**config.mk**
```make
export PLATFORM = sky130hd
export DESIGN_NAME = scan_averager_flat
export DESIGN_NICKNAME = d
export VERILOG_FILES = /design/src/rtl/scan_averager_pkg.sv /design/src/rtl/scan_averager_if.sv /design/src/rtl/scan_next_chan.sv /design/src/rtl/scan_averager.sv /design/src/flat_wrapper.sv
export SDC_FILE = /design/constraint.sdc
export NUM_CORES = 1
export LEC_CHECK = 0
export BUFFER_PORTS_ARGS = -buffer_cell sky130_fd_sc_hd__buf_2
export CAP_MARGIN = 20
export CORE_ASPECT_RATIO = 0.8
export CORE_UTILIZATION = 44
export DETAILED_ROUTE_END_ITERATION = 16
export PLACE_DENSITY = 0.66
export SLEW_MARGIN = 20
export SYNTH_ARGS = -nofsm -noshare
export SYNTH_HDL_FRONTEND = slang
export SYNTH_HIERARCHICAL = 1
export SYNTH_SLANG_ARGS = --single-unit
```
**constraint.sdc**
```tcl
create_clock -name clk -period 2.2 [get_ports clk]
set_input_delay 0.44 -clock clk [delete_from_list [all_inputs] [get_ports clk]]
set_output_delay 0.44 -clock clk [all_outputs]
set_load 0.005 [all_outputs]
```
**src/rtl/scan_averager_pkg.sv**
```systemverilog
// Shared types and helpers for the round-robin channel scanner/averager.
package scan_averager_pkg;

    localparam int unsigned STATE_W = 2;

    // Scan controller states.
    typedef enum logic [STATE_W-1:0] {
        ST_IDLE   = 2'd0,
        ST_SETTLE = 2'd1,
        ST_ACCUM  = 2'd2,
        ST_OUTPUT = 2'd3
    } state_t;

    // Accumulator width: sample width plus headroom for 2^log2_avg samples.
    function automatic int unsigned acc_width(input int unsigned width, input int unsigned log2_avg);
        return width + log2_avg;
    endfunction

endpackage

```
**src/rtl/scan_averager_if.sv**
```systemverilog
// Averaged-result valid/ready channel toward the capture logic.
interface scan_averager_if #(
    parameter int unsigned WIDTH     = 8,
    parameter int unsigned SEL_WIDTH = 2
);
    logic [WIDTH-1:0]     avg_data;
    logic [SEL_WIDTH-1:0] avg_chan;
    logic                 avg_valid;
    logic                 avg_ready;

    modport master (output avg_data, output avg_chan, output avg_valid, input avg_ready);
    modport slave  (input avg_data, input avg_chan, input avg_valid, output avg_ready);
endinterface

```
**src/rtl/scan_next_chan.sv**
```systemverilog
// Combinational round-robin picker: next set mask bit above cur, wrapping to the lowest.
module scan_next_chan
    import scan_averager_pkg::*;
#(
    parameter int unsigned N_INPUTS  = 3,
    parameter int unsigned SEL_WIDTH = 2
) (
    input  logic [N_INPUTS-1:0]  mask,
    input  logic [SEL_WIDTH-1:0] cur,
    output logic [SEL_WIDTH-1:0] next_c,
    output logic                 none_c
);

    logic [SEL_WIDTH-1:0] lowest;
    logic [SEL_WIDTH-1:0] above;
    logic                 found_above;

    // Scan downward so the last hit is the lowest index in each category.
    always_comb begin
        lowest      = '0;
        above       = '0;
        found_above = 1'b0;
        for (int i = int'(N_INPUTS) - 1; i >= 0; i--) begin
            if (mask[i]) begin
                lowest = SEL_WIDTH'(i);
                if (SEL_WIDTH'(i) > cur) begin
                    above       = SEL_WIDTH'(i);
                    found_above = 1'b1;
                end
            end
        end
        next_c = found_above ? above : lowest;
        none_c = (mask == '0);
    end

endmodule

```
**src/rtl/scan_averager.sv**
```systemverilog
// Round-robin scanner/averager around the registered N-to-1 interconnect.
// Optional build macro: SCAN_AVERAGER_ROUND_EN selects round-half-up with
// saturation for the average; without it the average is truncated.
module scan_averager
    import scan_averager_pkg::*;
#(
    parameter int unsigned WIDTH     = 8,
    parameter int unsigned N_INPUTS  = 3,
    parameter int unsigned SEL_WIDTH = 2,
    parameter int unsigned LOG2_AVG  = 2,
    parameter int unsigned SETTLE    = 2
) (
    input  logic                 clk,
    input  logic                 rst,
    input  logic                 en,
    input  logic [N_INPUTS-1:0]  chan_mask,
    input  logic [WIDTH-1:0]     in_data,
    output logic [SEL_WIDTH-1:0] sel,
    scan_averager_if.master      avg
);

    localparam int unsigned ACC_W   = acc_width(WIDTH, LOG2_AVG);
    localparam int unsigned AVG_CNT = 32'd1 << LOG2_AVG;
    localparam int unsigned CNT_MAX = (SETTLE > AVG_CNT) ? SETTLE : AVG_CNT;
    localparam int unsigned CNT_W   = $clog2(CNT_MAX + 1);

    state_t               state, state_nxt;
    logic [CNT_W-1:0]     cnt, cnt_nxt;
    logic [ACC_W-1:0]     acc, acc_nxt, acc_sum;
    logic [SEL_WIDTH-1:0] sel_nxt;
    logic [WIDTH-1:0]     data_nxt;
    logic [SEL_WIDTH-1:0] chan_nxt;
    logic                 valid_nxt;
    logic [WIDTH-1:0]     avg_word;

    logic [SEL_WIDTH-1:0] pick_cur, pick_next;
    logic                 pick_none;

    // From IDLE the search starts above the top channel so it lands on the lowest set bit.
    assign pick_cur = (state == ST_IDLE) ? SEL_WIDTH'(N_INPUTS - 1) : sel;

    scan_next_chan #(
        .N_INPUTS  (N_INPUTS),
        .SEL_WIDTH (SEL_WIDTH)
    ) u_next_chan (
        .mask   (chan_mask),
        .cur    (pick_cur),
        .next_c (pick_next),
        .none_c (pick_none)
    );

    assign acc_sum = acc + ACC_W'(in_data);

`ifdef SCAN_AVERAGER_ROUND_EN
    localparam int unsigned RND_W = ACC_W + 1;
    localparam int unsigned HALF  = 32'd1 << (LOG2_AVG - 1);

    logic [RND_W-1:0] acc_rnd;
    logic [RND_W-1:0] acc_shr;

    // Round half up, then clamp to the sample range.
    always_comb begin
        acc_rnd  = {1'b0, acc_sum} + RND_W'(HALF);
        acc_shr  = acc_rnd >> LOG2_AVG;
        avg_word = (|acc_shr[RND_W-1:WIDTH]) ? '1 : acc_shr[WIDTH-1:0];
    end
`else
    // Plain truncating divide by the sample count.
    assign avg_word = acc_sum[ACC_W-1:LOG2_AVG];
`endif

    // Next-state and next-output logic.
    always_comb begin
        state_nxt = state;
        cnt_nxt   = cnt;
        acc_nxt   = acc;
        sel_nxt   = sel;
        data_nxt  = avg.avg_data;
        chan_nxt  = avg.avg_chan;
        valid_nxt = avg.avg_valid;

        case (state)
            ST_IDLE: begin
                if (en && !pick_none) begin
                    sel_nxt   = pick_next;
                    cnt_nxt   = '0;
                    state_nxt = ST_SETTLE;
                end
            end
            ST_SETTLE: begin
                if (!en) begin
                    cnt_nxt   = '0;
                    state_nxt = ST_IDLE;
                end else if (cnt == CNT_W'(SETTLE - 1)) begin
                    cnt_nxt   = '0;
                    acc_nxt   = '0;
                    state_nxt = ST_ACCUM;
                end else begin
                    cnt_nxt = cnt + CNT_W'(1);
                end
            end
            ST_ACCUM: begin
                if (!en) begin
                    cnt_nxt   = '0;
                    state_nxt = ST_IDLE;
                end else begin
                    acc_nxt = acc_sum;
                    if (cnt == CNT_W'(AVG_CNT - 1)) begin
                        data_nxt  = avg_word;
                        chan_nxt  = sel;
                        valid_nxt = 1'b1;
                        cnt_nxt   = '0;
                        state_nxt = ST_OUTPUT;
                    end else begin
                        cnt_nxt = cnt + CNT_W'(1);
                    end
                end
            end
            ST_OUTPUT: begin
                if (avg.avg_valid && avg.avg_ready) begin
                    valid_nxt = 1'b0;
                    cnt_nxt   = '0;
                    if (!en || pick_none) begin
                        state_nxt = ST_IDLE;
                    end else begin
                        sel_nxt   = pick_next;
                        state_nxt = ST_SETTLE;
                    end
                end
            end
            default: begin
                state_nxt = ST_IDLE;
            end
        endcase
    end

    // State register.
    always_ff @(posedge clk) begin
        if (rst) begin
            state <= ST_IDLE;
        end else begin
            state <= state_nxt;
        end
    end

    // Datapath and output registers.
    always_ff @(posedge clk) begin
        if (rst) begin
            cnt           <= '0;
            acc           <= '0;
            sel           <= '0;
            avg.avg_data  <= '0;
            avg.avg_chan  <= '0;
            avg.avg_valid <= 1'b0;
        end else begin
            cnt           <= cnt_nxt;
            acc           <= acc_nxt;
            sel           <= sel_nxt;
            avg.avg_data  <= data_nxt;
            avg.avg_chan  <= chan_nxt;
            avg.avg_valid <= valid_nxt;
        end
    end

endmodule

```
**src/flat_wrapper.sv**
```systemverilog
// flat-port wrapper written by rule: the top's interface ports become plain ports
module scan_averager_flat import scan_averager_pkg::*;
#(
    parameter int unsigned WIDTH     = 8,
    parameter int unsigned N_INPUTS  = 3,
    parameter int unsigned SEL_WIDTH = 2,
    parameter int unsigned LOG2_AVG  = 2,
    parameter int unsigned SETTLE    = 2
)
  (clk, rst, en, chan_mask, in_data, sel, avg_avg_data, avg_avg_chan, avg_avg_valid, avg_avg_ready);
  scan_averager_if #(.WIDTH(WIDTH), .SEL_WIDTH(SEL_WIDTH)) avg_i ();
  input  logic clk;
  input  logic rst;
  input  logic en;
  input  logic [N_INPUTS-1:0] chan_mask;
  input  logic [WIDTH-1:0] in_data;
  output logic [SEL_WIDTH-1:0] sel;
  output wire logic [$bits(avg_i.avg_data)-1:0] avg_avg_data;
  output wire logic [$bits(avg_i.avg_chan)-1:0] avg_avg_chan;
  output wire logic [$bits(avg_i.avg_valid)-1:0] avg_avg_valid;
  input wire logic [$bits(avg_i.avg_ready)-1:0] avg_avg_ready;
  assign avg_avg_data = avg_i.avg_data;
  assign avg_avg_chan = avg_i.avg_chan;
  assign avg_avg_valid = avg_i.avg_valid;
  assign avg_i.avg_ready = avg_avg_ready;
  scan_averager #(.WIDTH(WIDTH), .N_INPUTS(N_INPUTS), .SEL_WIDTH(SEL_WIDTH), .LOG2_AVG(LOG2_AVG), .SETTLE(SETTLE)) u_core (.clk(clk), .rst(rst), .en(en), .chan_mask(chan_mask), .in_data(in_data), .sel(sel), .avg(avg_i));
endmodule
```
# --- Yosys cells after proc, flatten, opt, wreduce, memory -nomap -nowiden ---
# Cells that the tools add are included.
totals:
  ff_bits: 28
  in_bits: 15
  output_inout_bits: 13
op_classes:
  addsub: 2
  n_lt_le_gt_ge: 3
  eq_ne: 14
  mux: 44
  reduce_logical: 16
op_table:
  columns: ["operator", "n"]
  rows:
  - ["two-way mux 2 bit", 20]
  - ["two-way mux 10 bit", 3]
  - ["one-hot mux 10 bit (2 select lines)", 1]
  - ["two-way mux 3 bit", 6]
  - ["AND reduction 4 bit", 4]
  - ["one-hot mux 3 bit (4 select lines)", 1]
  - ["adder 10 x 8 -> 10 bit", 1]
  - ["two-way mux 1 bit", 10]
  - ["inequality test 2 bit (second input constant)", 4]
  - ["one-hot mux 2 bit (4 select lines)", 1]
  - ["inequality test 2 x 1 -> 1 bit (second input constant)", 3]
  - ["inequality test 3 x 2 -> 1 bit (second input constant)", 2]
  - ["nonzero test 2 bit", 3]
  - ["== test 2 bit (second input constant)", 2]
  - ["> comparator 1 x 2 -> 1 bit (first input constant)", 2]
  - ["one-hot mux 2 bit (2 select lines)", 1]
  - ["adder 3 x 1 -> 3 bit (second input constant)", 1]
  - ["== test 3 x 1 -> 1 bit (second input constant)", 1]
  - ["== test 3 x 2 -> 1 bit (second input constant)", 1]
  - ["zero test 3 bit", 1]
  - ["AND reduction 3 bit", 1]
  - ["== test 2 x 1 -> 1 bit (second input constant)", 1]
  - ["> comparator 2 bit (first input constant)", 1]
  - ["logical AND 1 bit", 2]
  - ["other kinds (5)", 6]

# --- Logic depth before layout (Yosys ltp) ---
# Gate-level depths: netlist of run 1.
logic_depth:
  word_depth: 13
  depth_mapped: 8
  ltp_nobuf: 8

# --- Cells and area by module ---
# Netlist of run 1, hierarchy kept.
by_module_without_submodules:
  columns: ["mod", "n_inst", "cells_each", "area_each_um2"]
  rows:
  - ["scan_averager", 1, 204, 1667.8]
  - ["scan_next_chan", 1, 8, 56.3]

# --- Worst setup path before layout of run 1 ---
# No wires, ideal clock.
synth_timing:
  path_type: "input port to flip-flop"
  start: "input in_data[0]"
  end: "register u_core.avg.avg_data[4]"
  setup_time_ps: 62
  arrival_time_ps: 1994
  required_ps: 2138
  path_slack_ps: 144
  path_stages: 8
  path_buffers: 0
  path_cell_list: "ha_1 inv_1 fa_1 nand2b_1 a21oi_1 a21boi_1 or4_1 nand3_1"
synth_via:
  elab_chain_len: 1
synth_rtl:
  columns: ["item", "line_no", "text"]
  rows:
  - ["start, declared", "flat_wrapper.sv:16", "input logic [WIDTH-1:0] in_data;"]
  - ["adder 10 x 8 -> 10 bit", "scan_averager.sv:52", "assign acc_sum = acc + ACC_W'(in_data);"]
  - ["end signal, assigned", "scan_averager.sv:159", "avg.avg_data <= data_nxt;"]
  - ["end, declared", "scan_averager_if.sv:11", "modport master (output avg_data, output avg_chan, output avg_valid, input avg_ready);"]
# No other way between the ends.
# A chain may end at the register's enable or synchronous reset.

# --- Worst setup path in the final report of run 1 ---
layout_timing:
  start: "register u_core.acc[0]"
  end: "register u_core.avg.avg_data[4]"
layout_via:
  elab_chain_len: 1
layout_rtl:
  columns: ["item", "line_no", "text"]
  rows:
  - ["start, declared", "scan_averager.sv:29", "logic [ACC_W-1:0] acc, acc_nxt, acc_sum;"]
  - ["start signal, assigned", "scan_averager.sv:157", "acc <= acc_nxt;"]
  - ["adder 10 x 8 -> 10 bit", "scan_averager.sv:52", null]
# No other way between the ends.

==> results of run 1 <==
[metal layers]
layer / vias up / global-route usage [%] / share of wire (%)
li1: 806 / - / -
met1: 661 / 29.3 / 56
met2: 41 / 23.7 / 39
met3: 0 / 4.17 / 5.1
met4: 0 / 2.52 / 0
met5: - / 0 / 0
[area by class of cell]
type	instances	area share [%]
Multi-Input combinational cell	164	54.2
Sequential cell	28	28.0
Timing Repair Buffer	32	8.61
Tap cell	52	3.25
Inverter	13	2.43
Clock buffer	3	2.06
Clock inverter	1	1.50
[worst register-to-register path, cell delays in order, from the launching register on]
cell	delay (ns)
sky130_fd_sc_hd__dfxtp_1	0.34
sky130_fd_sc_hd__ha_1	0.17
sky130_fd_sc_hd__inv_1	0.06
sky130_fd_sc_hd__fa_1	0.38
sky130_fd_sc_hd__nand2b_1	0.17
sky130_fd_sc_hd__a21oi_1	0.20
sky130_fd_sc_hd__a21boi_1	0.15
sky130_fd_sc_hd__or4_1	0.42
sky130_fd_sc_hd__nand3_1	0.08
[flip-flops by register name (all words and copies together) (netlist names)]
name	flops
u_core/acc	10
u_core/avg.avg_chan	2
u_core/avg.avg_data	8
u_core/avg.avg_valid	1
u_core/cnt	3
u_core/sel	2
u_core/state	2
[through the flow]
step	power (mW)	area (sq um)	instances
finish	1.10	2000	293
global route	1.16	2000	293
CTS	1.12	2000	293
detailed placement	0.701	1930	289
global placement	0.700	1930	289
floorplan	0.655	1720	212
[power groups by stage]
| stage | Combinational [mW] | Sequential, mW | Clock (mW) |
|---|---|---|---|
| after detailed placement | 0.167 | 0.534 | 0 |
| after floorplan | 0.123 | 0.533 | 0 |
| after CTS | 0.168 | 0.522 | 0.425 |
| after global routing | 0.190 | 0.524 | 0.443 |
| after global placement | 0.167 | 0.534 | 0 |
| final | 0.169 | 0.522 | 0.407 |
[cells by family (layout without fill, tap and decap cells)]
logic type                 count (synthesis)  count (layout)
and+or+nand+nor                           81              81
AOI/OAI and AO/OA                         56              56
DFF                                       28              28
buffers and inverters                     20              49
adders and majority gates                 17              17
xor gates and xnor gates                   6               6
muxes                                      4               4
[worst paths after layout]
path	slack (ns)	to	cells past startpoint
setup / recovery	0.19	u_core/avg.avg_data[4]$_SDFFE_PP0P_	8
hold / removal	0.46	u_core/avg.avg_data[0]$_SDFFE_PP0P_	2
setup reg to reg	0.19	u_core/avg.avg_data[4]$_SDFFE_PP0P_	8
hold reg to reg	0.46	u_core/avg.avg_data[0]$_SDFFE_PP0P_	2
[synthesized netlist by cell type (5+ instances only)]
master | n | area (sq um)
sky130_fd_sc_hd__nand3_1 | 8 | 40.0
sky130_fd_sc_hd__clkbuf_1 | 5 | 18.8
sky130_fd_sc_hd__a22o_1 | 5 | 43.8
sky130_fd_sc_hd__nand2b_1 | 5 | 31.3
sky130_fd_sc_hd__nor2_1 | 18 | 67.6
sky130_fd_sc_hd__dfxtp_1 | 28 | 561
sky130_fd_sc_hd__nand2_1 | 25 | 93.8
sky130_fd_sc_hd__ha_1 | 16 | 200
sky130_fd_sc_hd__a21o_1 | 5 | 37.5
sky130_fd_sc_hd__a21oi_1 | 27 | 135
sky130_fd_sc_hd__inv_1 | 12 | 45.0
==> impl_metrics.ini, run 1 <==
[timing]
worst_hold_slack_ns = 0.457
timing.max_slew.rel_slack_pct = 64.2
finalSetupViolations = 0
maximum_clock_frequency_mhz = 498
fin_skew_ns = 0.00131
min_period_over_period_pct = 91.2
rsz0062_at_grt = no
tightestPinTransition_ns = 0.538
setup_tns_ns = 0
slew_viol_final = 0
worst_slack_ns = 0.194
finalWorstPathRequiredPeriod_ns = 2.01
timing_hold_violations_final = 0

[floorplanning]
die_width_microns = 72.0
row_count = 19
coreArea_sq_um = 3590
dieHeight_microns = 58.0
ioPinCount = 28
initial_core_util_pct = 48.0
floorplan.die_area_sq_um = 4170

[setup_path]
critical_path.n_buffers_inverters = 1
cp-end-kind = register
worstSetupPathType = register to register
crit_path_start = u_core/acc[0]$_SDFFE_PP0P_
cp.required_ns = 2.42
worstPathArrival_ns = 2.23
path_delay_family = simple AND/OR/NAND/NOR gates
crit_slowest_cell = sky130_fd_sc_hd__or4_1
startpoint_type = register
cp_max_fo = 3
worstPathCellList = ha_1 > inv_1 > fa_1 > nand2b_1 > a21oi_1 > a21boi_1 > or4_1 > nand3_1
critical_path.reg2reg.startpoint = u_core/acc[0]$_SDFFE_PP0P_
max_incr_delay_on_cp_ns = 0.42

[yosys]
synthAdderAreaFrac_pct = 12.8
post_synth_and_or_nand_nor_area_fraction_pct = 23.3
synth_seq_cells = 28
synth_area_per_cell_sq_um = 8.13
synth_fp_nets = 244
synth-edff-count = 0
synth_cell_types = 42
synth_top_flop_cell = sky130_fd_sc_hd__dfxtp_1
postSynthCellCount = 212
synth_top_family_by_area = simple AND/OR/NAND/NOR gates
share_of_synthesized_area_occupied_by_flip_flops_and_latches_pct = 32.5
fraction_of_the_mapped_netlist_area_in_compound_gates_pct = 21.6
synthesis.yosys.warnings = 6
synthMuxAreaShare_pct = 2.32
mappedNetlistArea_sq_um = 1720
synth-xor-area-share_pct = 3.05
asyncSetResetFlopFracSynth_pct = 0

[power_and_ir_drop]
leakage_nw = 0.856
clock_power_share_pct = 37.1
part_of_the_power_in_combinational_logic_pct = 15.4
p_seq_share_pct = 47.5
netSwitchingFraction_pct = 24.9
netSwitchingPower_uw = 273
vdd_drop_max_mv = 0.422
intPower_uw = 825
power.density_cell_area_nw_per_um2 = 548

[cells_and_area]
mostFrequentLayoutCell = sky130_fd_sc_hd__dfxtp_1
antenna_cells_inserted = 0
final.fill_count = 333
final_nets = 274
drive_gt1_share_pct = 17.8
multiInputGateArea_sq_um = 1090
seqCellArea_sq_um = 561
layout.core_utilization_pct = 55.8
syn2layout_area_growth_pct = 16.3
mostFrequentLayoutCells = 28 x sky130_fd_sc_hd__dfxtp_1, 27 x sky130_fd_sc_hd__buf_2, 27 x sky130_fd_sc_hd__a21oi_1

[global_route]
first_global_vias = 1223
grt_pass1_wl_microns = 5870
grt_use_total_pct = 17.9
initial_antenna_violation_count = 0
grt-ovfl-total = 0
largest_net_degree_at_the_start_of_global_routing = 34

[drt]
routed_wl_microns = 3530
detail_route.vias_per_cell = 5.15
drc_errors = 0
detail-route-antenna-nets = 0
via_count = 1508
drt-wirelength-per-cell_microns = 12.0
dr.first_iter.drc_count = 79
first_pass_iters = 5

[placement]
dp_slack_ns = -0.00276
hpwl_microns = 2670
port-buffer-count = 27
gpl.final_weighted_congestion = 0.825

[cts]
buffers_inserted_during_post_cts_setup_optimization = 0
tritoncts = built
clkSinkCount = 28
root_buffer = sky130_fd_sc_hd__clkbuf_8
hold_buffers = 0
cts.repair.resized = 0
clock_latency_ns = 0.27
max-clock-path-buffers = 2
ctsHtreeMaxLevel = 1
total_cts_buffers = 3
worst_setup_hold_path_clk_slew_ns = 0.10

[hold_path]
timing.hold.worst.class = register to register
min_from = u_core/avg.avg_data[0]$_SDFFE_PP0P_

[flow_run]
max-cap-violations = 0

[status]
run_status = completed
(Power assumes the default switching activity.)
==> run 2, diff against run 1 <==
--- a/config.mk
+++ b/config.mk
@@ -7,10 +7,12 @@
 export LEC_CHECK = 0
 export BUFFER_PORTS_ARGS = -buffer_cell sky130_fd_sc_hd__buf_2
 export CAP_MARGIN = 20
+export CELL_PAD_IN_SITES_DETAIL_PLACEMENT = 2
+export CELL_PAD_IN_SITES_GLOBAL_PLACEMENT = 2
 export CORE_ASPECT_RATIO = 0.8
-export CORE_UTILIZATION = 44
+export CORE_UTILIZATION = 33
 export DETAILED_ROUTE_END_ITERATION = 16
-export PLACE_DENSITY = 0.66
+export PLACE_DENSITY = 0.8
 export SLEW_MARGIN = 20
 export SYNTH_ARGS = -nofsm -noshare
 export SYNTH_HDL_FRONTEND = slang
==> run 2 against run 1 <==
Setup slack worse by 0.075 ns. Sequential share of layout area down 0.33 points. Routed wire length up 43%. Clock power up 2%. Hold slack better by 0.0064 ns.
==> impl_metrics.ini, run 2 (synthesized netlist as in run 1, its figures left out) <==
[drt]
drt-wirelength-per-cell_microns = 16.7
detail-route-antenna-nets = 0
dr.first_iter.drc_count = 29
drc_errors = 0
via_count = 1625
detail_route.vias_per_cell = 5.36
routed_wl_microns = 5060
first_pass_iters = 4

[cells_and_area]
reg.largest.list = u_core/acc (10), u_core/avg.avg_data (8), u_core/cnt (3)
antenna_cells_inserted = 0
layout.core_utilization_pct = 40.5
mostFrequentLayoutCells = 28 x sky130_fd_sc_hd__dfxtp_1, 27 x sky130_fd_sc_hd__buf_2, 26 x sky130_fd_sc_hd__a21oi_1
stdcell_count = 303
syn2layout_area_growth_pct = 17.6
largest_register_ff_count = 10
mostFrequentLayoutCell = sky130_fd_sc_hd__dfxtp_1
final_nets = 274
register_containing_the_most_flip_flops_in_the_final_layout = u_core/acc
drive_gt1_share_pct = 18.3

[setup_path]
critical_path.reg2reg.startpoint = u_core/acc[0]$_SDFFE_PP0P_
worstPathArrival_ns = 2.31
reg2reg_setup_slack_ns = 0.12
reg2reg_depth = 8
worstSetupPathType = register to register
crit_path_start = u_core/acc[0]$_SDFFE_PP0P_
max_incr_delay_on_cp_ns = 0.42
cp-end-kind = register
cp_max_fo = 3
crit_slowest_cell = sky130_fd_sc_hd__or4_1
critical_path.reg2reg.endpoint = u_core/avg.avg_data[4]$_SDFFE_PP0P_
startpoint_type = register
worstPathCellList = ha_1 > inv_1 > fa_1 > nand2b_1 > a21oi_2 > a21boi_1 > or4_1 > nand3_1
cp.required_ns = 2.42

[cts]
total_cts_buffers = 3
hold_buffers = 0
max-clock-path-buffers = 2
root_buffer = sky130_fd_sc_hd__clkbuf_8
clock_latency_ns = 0.28
tritoncts = built
ctsHtreeMaxLevel = 1
clkSinkCount = 28
worst_setup_hold_path_clk_slew_ns = 0.10

[hold_path]
timing.hold.worst.class = register to register
whs_endpoint = u_core/avg.avg_data[2]$_SDFFE_PP0P_
min_from = u_core/avg.avg_data[2]$_SDFFE_PP0P_
worst_hold_path.num_cells = 2

[placement]
port-buffer-count = 27
gpl.final_weighted_congestion = 0.731
numPlacedInstances = 299
dp_slack_ns = -0.0868
hpwl_microns = 3780

[timing]
min_period_over_period_pct = 94.6
tightestPinTransition_ns = 0.574
slew_viol_final = 0
maximum_clock_frequency_mhz = 481
timing_hold_violations_final = 0
timing.max_slew.rel_slack_pct = 61.7
fin_skew_ns = 0.00355
finalWorstPathRequiredPeriod_ns = 2.08
worst_slack_ns = 0.119
setup_tns_ns = 0
rsz0062_at_grt = no
finalSetupViolations = 0

[floorplanning]
ioPinCount = 28
floorplan.die_area_sq_um = 5520
initial_core_util_pct = 34.4
die_width_microns = 82.8
row_count = 23
dieHeight_microns = 66.7
coreArea_sq_um = 5010

[global_route]
grt-ovfl-total = 0
grt_use_total_pct = 19.1
first_global_vias = 1675
initial_antenna_violation_count = 0
grt_pass1_wl_microns = 8310
largest_net_degree_at_the_start_of_global_routing = 34

[power_and_ir_drop]
leakage_nw = 0.856
power.total_mw = 1.12
power.density_cell_area_nw_per_um2 = 553
vdd_drop_max_mv = 0.227

[flow_run]
max-cap-violations = 0

[status]
run_status = completed
==> run 2: cell counts in the layout (fill, tap and decap cells not counted) <==
Identical to the previous run, type by type.
==> run 2: worst max path at each step <==
stage | end | depth (start not counted)
finish | u_core/avg.avg_data[4]$_SDFFE_PP0P_ | 8
global route | u_core/avg.avg_data[6]$_SDFFE_PP0P_ | 9
CTS | u_core/avg.avg_data[4]$_SDFFE_PP0P_ | 8
detailed placement | u_core/avg.avg_data[4]$_SDFFE_PP0P_ | 9
global placement | u_core/avg.avg_data[4]$_SDFFE_PP0P_ | 9
floorplan | u_core/avg.avg_data[4]$_SDFFE_PP0P_ | 8
==> run 2: worst max-delay path, delay by kind of cell, from the launching register on <==
family	cells	cell delay, ns
buf+inv	1	0.06
simple gates	3	0.70
compound gates	2	0.32
fa+ha+maj	2	0.58
flops	1	0.36
==> run 2: layout make-up <==
type / count / area (sq um)
inverters: 13 / 48.8
flip-flops and latches: 28 / 561
clock inverters: 1 / 30.0
well taps: 62 / 77.6
fillers: 601 / 2980
repair buffers: 32 / 173
multi-input cells: 164 / 1100
clock buffers: 3 / 41.3
==> run 2: layer usage <==
layer	share of wire [%]	global-route usage (%)	up-vias	wire length [microns]
met5	0	0	-	0
met4	1.4	5.39	0	70
met3	3.4	2.73	6	170
li1	-	-	802	-
met2	48	33.6	31	2410
met1	48	24.4	786	2410
==> run 2: metrics by stage <==
step / cell area, sq um / hold slack [ns]
after floorplan: 1720 / 0.436
after global placement: 1950 / 0.443
after detailed placement: 1950 / 0.453
after CTS: 2020 / 0.469
after global routing: 2030 / 0.483
final: 2030 / 0.463
==> run 2: repair_timing <==
item                       4_1_cts  5_1_grt
gates resized for setup          0        2
setup buffers                    0        0
setup endpoints to repair        0        2
==> run 2: power breakdown <==
part | leakage (nW) | total [mW] | internal, mW | switching, mW
registers | 0.226 | 0.523 | 0.515 | 0.00813
clock network | 0.0357 | 0.417 | 0.244 | 0.173
logic | 0.594 | 0.181 | 0.0674 | 0.114
